==> config.mk <==
export PLATFORM = sky130hd
export DESIGN_NAME = mem_wb_stage
export DESIGN_NICKNAME = d
export VERILOG_FILES = /design/src/rtl/mem_wb_stage_pkg.sv /design/src/rtl/mem_wb_stage_load_align.sv /design/src/rtl/mem_wb_stage.sv
export SDC_FILE = /design/constraint.sdc
export NUM_CORES = 1
export LEC_CHECK = 0
export CAP_MARGIN = 20
export CORE_UTILIZATION = 40
export CTS_BUF_LIST = sky130_fd_sc_hd__clkbuf_16
export DETAILED_ROUTE_END_ITERATION = 6
export PLACE_DENSITY = 0.82
export SYNTH_ARGS = -nofsm -noshare
export SYNTH_HDL_FRONTEND = slang
export SYNTH_HIERARCHICAL = 1
export SYNTH_SLANG_ARGS = --single-unit
==> constraint.sdc <==
create_clock -name clk -period 2.3 [get_ports clk]
set_input_delay 0.46 -clock clk [delete_from_list [all_inputs] [get_ports clk]]
set_output_delay 0.46 -clock clk [all_outputs]
set_load 0.02 [all_outputs]
==> src/rtl/mem_wb_stage_pkg.sv <==
// ---------------------------------------------------------------------------
// mem_wb_stage_pkg
// Shared definitions for the memory stage and MEM/WB pipeline register:
//   - funct3 encodings for loads and stores
//   - ResultSrc encodings used by the writeback result mux
//   - memory-access FSM state type
//   - helper that decides whether an access is misaligned or illegal
// ---------------------------------------------------------------------------
package mem_wb_stage_pkg;

   localparam logic [2:0] F3_LB  = 3'b000;
   localparam logic [2:0] F3_LH  = 3'b001;
   localparam logic [2:0] F3_LW  = 3'b010;
   localparam logic [2:0] F3_LBU = 3'b100;
   localparam logic [2:0] F3_LHU = 3'b101;

   localparam logic [2:0] F3_SB  = 3'b000;
   localparam logic [2:0] F3_SH  = 3'b001;
   localparam logic [2:0] F3_SW  = 3'b010;

   localparam logic [1:0] RES_ALU = 2'b00;
   localparam logic [1:0] RES_MEM = 2'b01;
   localparam logic [1:0] RES_PC4 = 2'b10;

   typedef enum logic {
      IDLE     = 1'b0,
      WAIT_RSP = 1'b1
   } memState_e;

   // Stores share the load encodings for their size bits, so one check covers
   // both directions. The three unused funct3 codes are reported as faults so
   // that they never reach the memory.
   function automatic logic isMisaligned(input logic [2:0] funct3, input logic [1:0] off);
      case (funct3)
         F3_LB, F3_LBU: return 1'b0;
         F3_LH, F3_LHU: return off[0];
         F3_LW:         return (off != 2'b00);
         default:       return 1'b1;
      endcase
   endfunction

endpackage

==> src/rtl/mem_wb_stage_load_align.sv <==
// ---------------------------------------------------------------------------
// load_align
// Purely combinational load formatter: picks the addressed byte or halfword
// out of the returned memory word and sign- or zero-extends it.
// Ports:
//   rdata_i  - raw word returned by data memory
//   off_i    - byte offset of the access (address bits [1:0])
//   funct3_i - load size/sign encoding
//   data_o   - aligned, extended value for writeback
// ---------------------------------------------------------------------------
module load_align
   import mem_wb_stage_pkg::*;
#(
   parameter int XLEN = 32
) (
   input  logic [XLEN-1:0] rdata_i,
   input  logic [1:0]      off_i,
   input  logic [2:0]      funct3_i,
   output logic [XLEN-1:0] data_o
);

   logic [7:0]  byteSel;
   logic [15:0] halfSel;

   // Lane selection first, then extension according to the load flavour.
   // Halfwords are only ever taken from an even offset, so off_i[1] alone
   // picks the lane.
   always_comb begin
      byteSel = rdata_i[{off_i, 3'b000} +: 8];
      halfSel = off_i[1] ? rdata_i[31:16] : rdata_i[15:0];
      case (funct3_i)
         F3_LB:   data_o = {{(XLEN-8){byteSel[7]}}, byteSel};
         F3_LBU:  data_o = {{(XLEN-8){1'b0}}, byteSel};
         F3_LH:   data_o = {{(XLEN-16){halfSel[15]}}, halfSel};
         F3_LHU:  data_o = {{(XLEN-16){1'b0}}, halfSel};
         default: data_o = rdata_i;
      endcase
   end

endmodule

==> src/rtl/mem_wb_stage.sv <==
// ---------------------------------------------------------------------------
// mem_wb_stage
// Memory stage plus MEM/WB pipeline register of the RISC-V pipeline.
// Ports:
//   clk, rst_n            - clock, asynchronous active-low reset
//   EX_MEM_*              - instruction held in the EX/MEM register
//   dmem_req_*/dmem_addr/ - valid/ready request channel to data memory
//   dmem_we/wstrb/wdata     (stores are posted, loads wait for a response)
//   dmem_rsp_*            - load response channel
//   mem_stall             - freezes PC/IF/ID/EX/EX_MEM while memory is busy
//   misaligned_exc        - the instruction now in MEM/WB faulted
//   MEM_WB_*              - registered values consumed by writeback
// ---------------------------------------------------------------------------
module mem_wb_stage
   import mem_wb_stage_pkg::*;
#(
   parameter int              XLEN      = 32,
   parameter logic [XLEN-1:0] RESET_PC4 = XLEN'(32'h0000_0004)
) (
   input  logic            clk,
   input  logic            rst_n,
   input  logic            EX_MEM_valid,
   input  logic [XLEN-1:0] EX_MEM_ALU_result,
   input  logic [XLEN-1:0] EX_MEM_WriteData,
   input  logic [XLEN-1:0] EX_MEM_pcPlus4,
   input  logic [4:0]      EX_MEM_rd,
   input  logic            EX_MEM_RegWrite,
   input  logic            EX_MEM_MemRead,
   input  logic            EX_MEM_MemWrite,
   input  logic [2:0]      EX_MEM_funct3,
   input  logic [1:0]      EX_MEM_ResultSrc,
   output logic            dmem_req_valid,
   input  logic            dmem_req_ready,
   output logic [XLEN-1:0] dmem_addr,
   output logic            dmem_we,
   output logic [3:0]      dmem_wstrb,
   output logic [XLEN-1:0] dmem_wdata,
   input  logic            dmem_rsp_valid,
   input  logic [XLEN-1:0] dmem_rsp_rdata,
   output logic            mem_stall,
   output logic            misaligned_exc,
   output logic            MEM_WB_valid,
   output logic [XLEN-1:0] MEM_WB_ALU_result,
   output logic [XLEN-1:0] MEM_WB_ReadData,
   output logic [XLEN-1:0] MEM_WB_pcPlus4,
   output logic [1:0]      MEM_WB_ResultSrc,
   output logic [4:0]      MEM_WB_rd,
   output logic            MEM_WB_RegWrite
);

   memState_e       state_q, state_d;
   logic [1:0]      off;
   logic            memOp, isLoad, isStore, misaligned, access;
   logic            reqValid, reqWe, stall;
   logic [3:0]      storeStrb;
   logic [XLEN-1:0] storeData;
   logic [XLEN-1:0] alignedData;
   logic [XLEN-1:0] wbReadData;

   logic            valid_q, regWrite_q, misalignedExc_q;
   logic [XLEN-1:0] aluResult_q, readData_q, pcPlus4_q;
   logic [1:0]      resultSrc_q;
   logic [4:0]      rd_q;

   assign off = EX_MEM_ALU_result[1:0];

   // Classify the EX/MEM instruction. A load/store with both flags set is a
   // load, and faulting accesses never touch memory.
   always_comb begin
      memOp      = EX_MEM_valid & (EX_MEM_MemRead | EX_MEM_MemWrite);
      isLoad     = memOp & EX_MEM_MemRead;
      isStore    = memOp & ~EX_MEM_MemRead;
      misaligned = memOp & isMisaligned(EX_MEM_funct3, off);
      access     = memOp & ~misaligned;
   end

   // Byte enables and lane-replicated data so the memory can take the
   // store straight off the bus regardless of the byte offset.
   always_comb begin
      storeStrb = 4'b0000;
      storeData = EX_MEM_WriteData;
      case (EX_MEM_funct3[1:0])
         F3_SB[1:0]: begin
            storeStrb = 4'b0001 << off;
            storeData = {(XLEN/8){EX_MEM_WriteData[7:0]}};
         end
         F3_SH[1:0]: begin
            storeStrb = 4'b0011 << off;
            storeData = {(XLEN/16){EX_MEM_WriteData[15:0]}};
         end
         F3_SW[1:0]: begin
            storeStrb = 4'b1111;
            storeData = EX_MEM_WriteData;
         end
         default: begin
            storeStrb = 4'b0000;
            storeData = EX_MEM_WriteData;
         end
      endcase
   end

   // Request/stall control. In IDLE the request is raised combinationally so
   // a ready memory completes a store in the same cycle. Loads always stall
   // in IDLE because the data cannot come back before the next cycle. In
   // WAIT_RSP the stall drops in the cycle the response shows up so that the
   // load retires into MEM/WB on that edge.
   always_comb begin
      state_d  = state_q;
      reqValid = 1'b0;
      reqWe    = 1'b0;
      stall    = 1'b0;
      case (state_q)
         IDLE: begin
            if (access) begin
               reqValid = 1'b1;
               reqWe    = isStore;
               if (isLoad) begin
                  stall = 1'b1;
                  if (dmem_req_ready) state_d = WAIT_RSP;
               end else begin
                  stall = ~dmem_req_ready;
               end
            end
         end
         WAIT_RSP: begin
            stall = ~dmem_rsp_valid;
            if (dmem_rsp_valid) state_d = IDLE;
         end
         default: state_d = IDLE;
      endcase
   end

   load_align #(.XLEN(XLEN)) u_load_align (
      .rdata_i  (dmem_rsp_rdata),
      .off_i    (off),
      .funct3_i (EX_MEM_funct3),
      .data_o   (alignedData)
   );

   // Only a load retiring out of WAIT_RSP carries memory data; everything
   // else writes zero so stale load data never lingers in MEM/WB.
   assign wbReadData = (state_q == WAIT_RSP) ? alignedData : '0;

   // Memory-side outputs are zeroed whenever no request is being presented.
   assign dmem_req_valid = reqValid;
   assign dmem_we        = reqWe;
   assign dmem_addr      = reqValid ? {EX_MEM_ALU_result[XLEN-1:2], 2'b00} : '0;
   assign dmem_wstrb     = (reqValid & reqWe) ? storeStrb : 4'b0000;
   assign dmem_wdata     = (reqValid & reqWe) ? storeData : '0;
   assign mem_stall      = stall;

   // FSM state plus the MEM/WB register. A stalled cycle writes a bubble
   // (valid and write enable cleared) so a held instruction cannot be written
   // back twice. The write enable is also masked for non-instructions and
   // faulting accesses.
   always_ff @(posedge clk or negedge rst_n) begin
      if (!rst_n) begin
         state_q         <= IDLE;
         valid_q         <= 1'b0;
         regWrite_q      <= 1'b0;
         misalignedExc_q <= 1'b0;
         aluResult_q     <= '0;
         readData_q      <= '0;
         pcPlus4_q       <= RESET_PC4;
         resultSrc_q     <= 2'b00;
         rd_q            <= 5'd0;
      end else begin
         state_q <= state_d;
         if (stall) begin
            valid_q         <= 1'b0;
            regWrite_q      <= 1'b0;
            misalignedExc_q <= 1'b0;
         end else begin
            valid_q         <= EX_MEM_valid;
            regWrite_q      <= EX_MEM_valid & EX_MEM_RegWrite & ~misaligned;
            misalignedExc_q <= misaligned;
            aluResult_q     <= EX_MEM_ALU_result;
            readData_q      <= wbReadData;
            pcPlus4_q       <= EX_MEM_pcPlus4;
            resultSrc_q     <= EX_MEM_ResultSrc;
            rd_q            <= EX_MEM_rd;
         end
      end
   end

   assign misaligned_exc    = misalignedExc_q;
   assign MEM_WB_valid      = valid_q;
   assign MEM_WB_RegWrite   = regWrite_q;
   assign MEM_WB_ALU_result = aluResult_q;
   assign MEM_WB_ReadData   = readData_q;
   assign MEM_WB_pcPlus4    = pcPlus4_q;
   assign MEM_WB_ResultSrc  = resultSrc_q;
   assign MEM_WB_rd         = rd_q;

endmodule

==> reports/summary.txt <==
most common flop cell mapped by yosys: dfrtp_1
Final Skew: 0.00476 ns
post-synthesis register bit count: 107
GP Congestion: 0.913
FF-to-FF End: MEM_WB_ALU_result[3]
commonest non-fill, non-tap cells in the layout: clkdlybuf4s50_1, dfrtp_1, buf_4, mux2_1, mux2_2
clock-pin slew on the worst setup and hold paths: 0.08 ns
status: complete, but fails checks
pwr/cell area: 536 mW/mm2
fin worst setup slack: -0.0108 ns
crit path DAT: 1.85 ns
DRC: 0
first-pass GRT wire length: 31700 um
clk root buf: clkbuf_16
Post-Syn Area per Cell: 11.6 um2
startpoint type of the worst setup path: input pin
GR Util All Layers: 25.9%
routed vias/inst: 5.36
DP Area: 0.00967 mm2
die width: 124 um
DRT antenna net count: 0
VDD IR max: 0.000404 V
Final Hold Viols: 0
CP endpoint kind: output pin
port buffer count: 320
TritonCTS clock tree: yes
fin crit period: 2.31 ns
worst-case hold slack: 0.0532 ns
Initial Utilization: 41.1%
CP Class: in2out
HPWL Detailed: 15400 um
clock network fraction of total power: 29.8%
grt total ovfl: 0
Sw Share: 30.1%
Num CTS Buffers: 9
register area share after synthesis: 44.7%
period utilization: 100%
initial antenna violation count: 1
largest net degree at the start of global routing: 68
Req. time, crit path: 1.84 ns
failing checks: setup timing
Setup-failing EPs final: 6
fmax: 433 MHz
vias in the first global route: 6002
Comb pwr share: 31.3%
crit path launch: EX_MEM_ALU_result[0]
count of cell types in the netlist: 46
Final nets: 1013
crit path max fanout: 6
Synth Cell Area: 0.00599 mm2
most common cell after layout, fill and taps aside: clkdlybuf4s50_1
max cap viols: 0
Post-Route WL: 20800 um
share of cells above drive strength 1: 29.9%
TritonCTS sink count: 107
worst hold path class: in2async
TNS Setup: -0.0381 ns
clock buffer depth: 2
number of fillers in the final layout: 1103
number of DRC markers in iteration 0: 231
die area: 0.0155 mm2
hold_buf cts: 0
worst r2r path cells: 6
CORE AREA: 0.0146 mm2
# rows: 44
WL/cell: 19.6 um
Post-synth EDFFs: 0
htree depth: 3
Critical R2R Launch: state_q
yosys warns: 6
I/O pins: 323
sequential power share: 39.0%
NetSw: 1.63 mW
Static Leak: 4.43 nW
DIE HEIGHT: 124 um
Pins Over Slew Limit: 0
RSZ-0062 raised after global routing: yes
P_int: 3.80 mW
Cells after Synth: 517
clk_lat worst skew: 0.35 ns
final non-filler cell area: 0.0101 mm2
Final Power: 5.43 mW
DR pass1 iterations: 4
Vias: 5670
Syn-to-layout area delta: 68.9%
FF-to-FF setup slack: 0.26 ns
asr flop ratio synth: 100%
==> metrics by stage <==
| step | setup slack (ns) | utilization, % | instances |
|---|---|---|---|
| global route | -0.0605 | 69.4 | 1056 |
| finish | -0.0108 | 69.4 | 1058 |
| CTS | -0.00853 | 68.3 | 1057 |
| global placement | -0.896 | 66.3 | 1033 |
| floorplan | 0.0269 | - | 518 |
| detailed placement | -1.04 | 66.3 | 1033 |
==> critical path, cell delays in order <==
cell and delay [ns]:
buf_8 0.09, nor2_2 0.04, or3_4 0.38, nand4b_1 0.15
buf_6 0.16, clkinvlp_4 0.14, buf_12 0.16, and2_4 0.15
buf_6 0.12
==> synth_stat cells (all sizes together) (3+ instances only) <==
master | n | share of area (%)
buf | 25 | 3.2
mux2 | 108 | 20
and2 | 38 | 4.0
o21a | 3 | 0.38
a2bb2oi | 20 | 4.4
and3 | 3 | 0.31
clkbuf | 18 | 1.1
a21oi | 26 | 2.2
a22o | 34 | 5.0
o21ai | 10 | 0.90
dfrtp | 106 | 44
inv | 5 | 0.31
mux2i | 22 | 3.7
a221o | 6 | 1.0
nor2b | 10 | 1.0
nor2 | 37 | 2.4
nand2 | 15 | 0.94
o221ai | 5 | 0.73
nand2b | 4 | 0.42
nor3 | 5 | 0.50
==> routing by layer <==
metal	GRT usage (%)	routed length (um)
met5	0	0
met4	15.0	1040
met3	5.24	1240
met2	45.0	10500
met1	29.4	7990
==> power groups by stage <==
stage	clock (mW)	sequential [mW]	combinational, mW
2_1_floorplan	0	2.33	0.573
3_3_place_gp	0	2.14	1.61
3_5_place_dp	0	2.15	1.64
4_1_cts	1.65	2.12	1.67
5_1_grt	1.72	2.14	1.78
6_report	1.62	2.12	1.70
==> logic make-up (layout without fill, tap and decap cells) <==
kind of cell           count (synthesis)  in the layout  synth area share [%]
flip-flops                           107            107                  44.7
multiplexers                         130            130                  24.0
other                                  1              4                0.0626
AO/OA/AOI/OAI                        110            110                  15.7
AND/OR/NAND/NOR                      120            120                  10.8
buffers and inverters                 49            403                  4.74
==> how the worst max path moves through the flow <==
stage | to | slack, ns | cells after the start
after floorplan | dmem_addr[22] | 0.03 | 6
after global placement | dmem_wdata[3] | -0.90 | 8
after detailed placement | dmem_wdata[3] | -1.04 | 8
after CTS | dmem_wdata[3] | -0.009 | 9
after global routing | dmem_addr[21] | -0.06 | 7
final | dmem_wdata[3] | -0.01 | 9
==> state kept, by name, summed over array words and instances, names as in the netlist <==
| register | flops |
|---|---|
| misaligned_exc | 1 |
| MEM_WB_ResultSrc | 2 |
| MEM_WB_pcPlus4 | 32 |
| MEM_WB_ReadData | 32 |
| MEM_WB_ALU_result | 32 |
| MEM_WB_rd | 5 |
| MEM_WB_RegWrite | 1 |
| state_q | 1 |
| MEM_WB_valid | 1 |
==> repair_timing <==
| item | CTS | global route |
|---|---|---|
| buffers inserted | 7 | 0 |
| setup endpoints to repair | 144 | 64 |
| resized for setup | 374 | 61 |
| pin swaps | 5 | 8 |
| gates cloned | 1 | 1 |
==> layout make-up <==
class	count	area, um2	share of cell area, %
antenna	2	5.00	0.0494
inverter	6	26.3	0.260
clock inverter	7	85.1	0.840
timing repair buffer	381	3680	36.4
tap	184	230	2.27
clock buffer	9	225	2.22
multi-input combinational	362	3190	31.5
sequential	107	2680	26.5
Power figures use the tool's default switching activity.
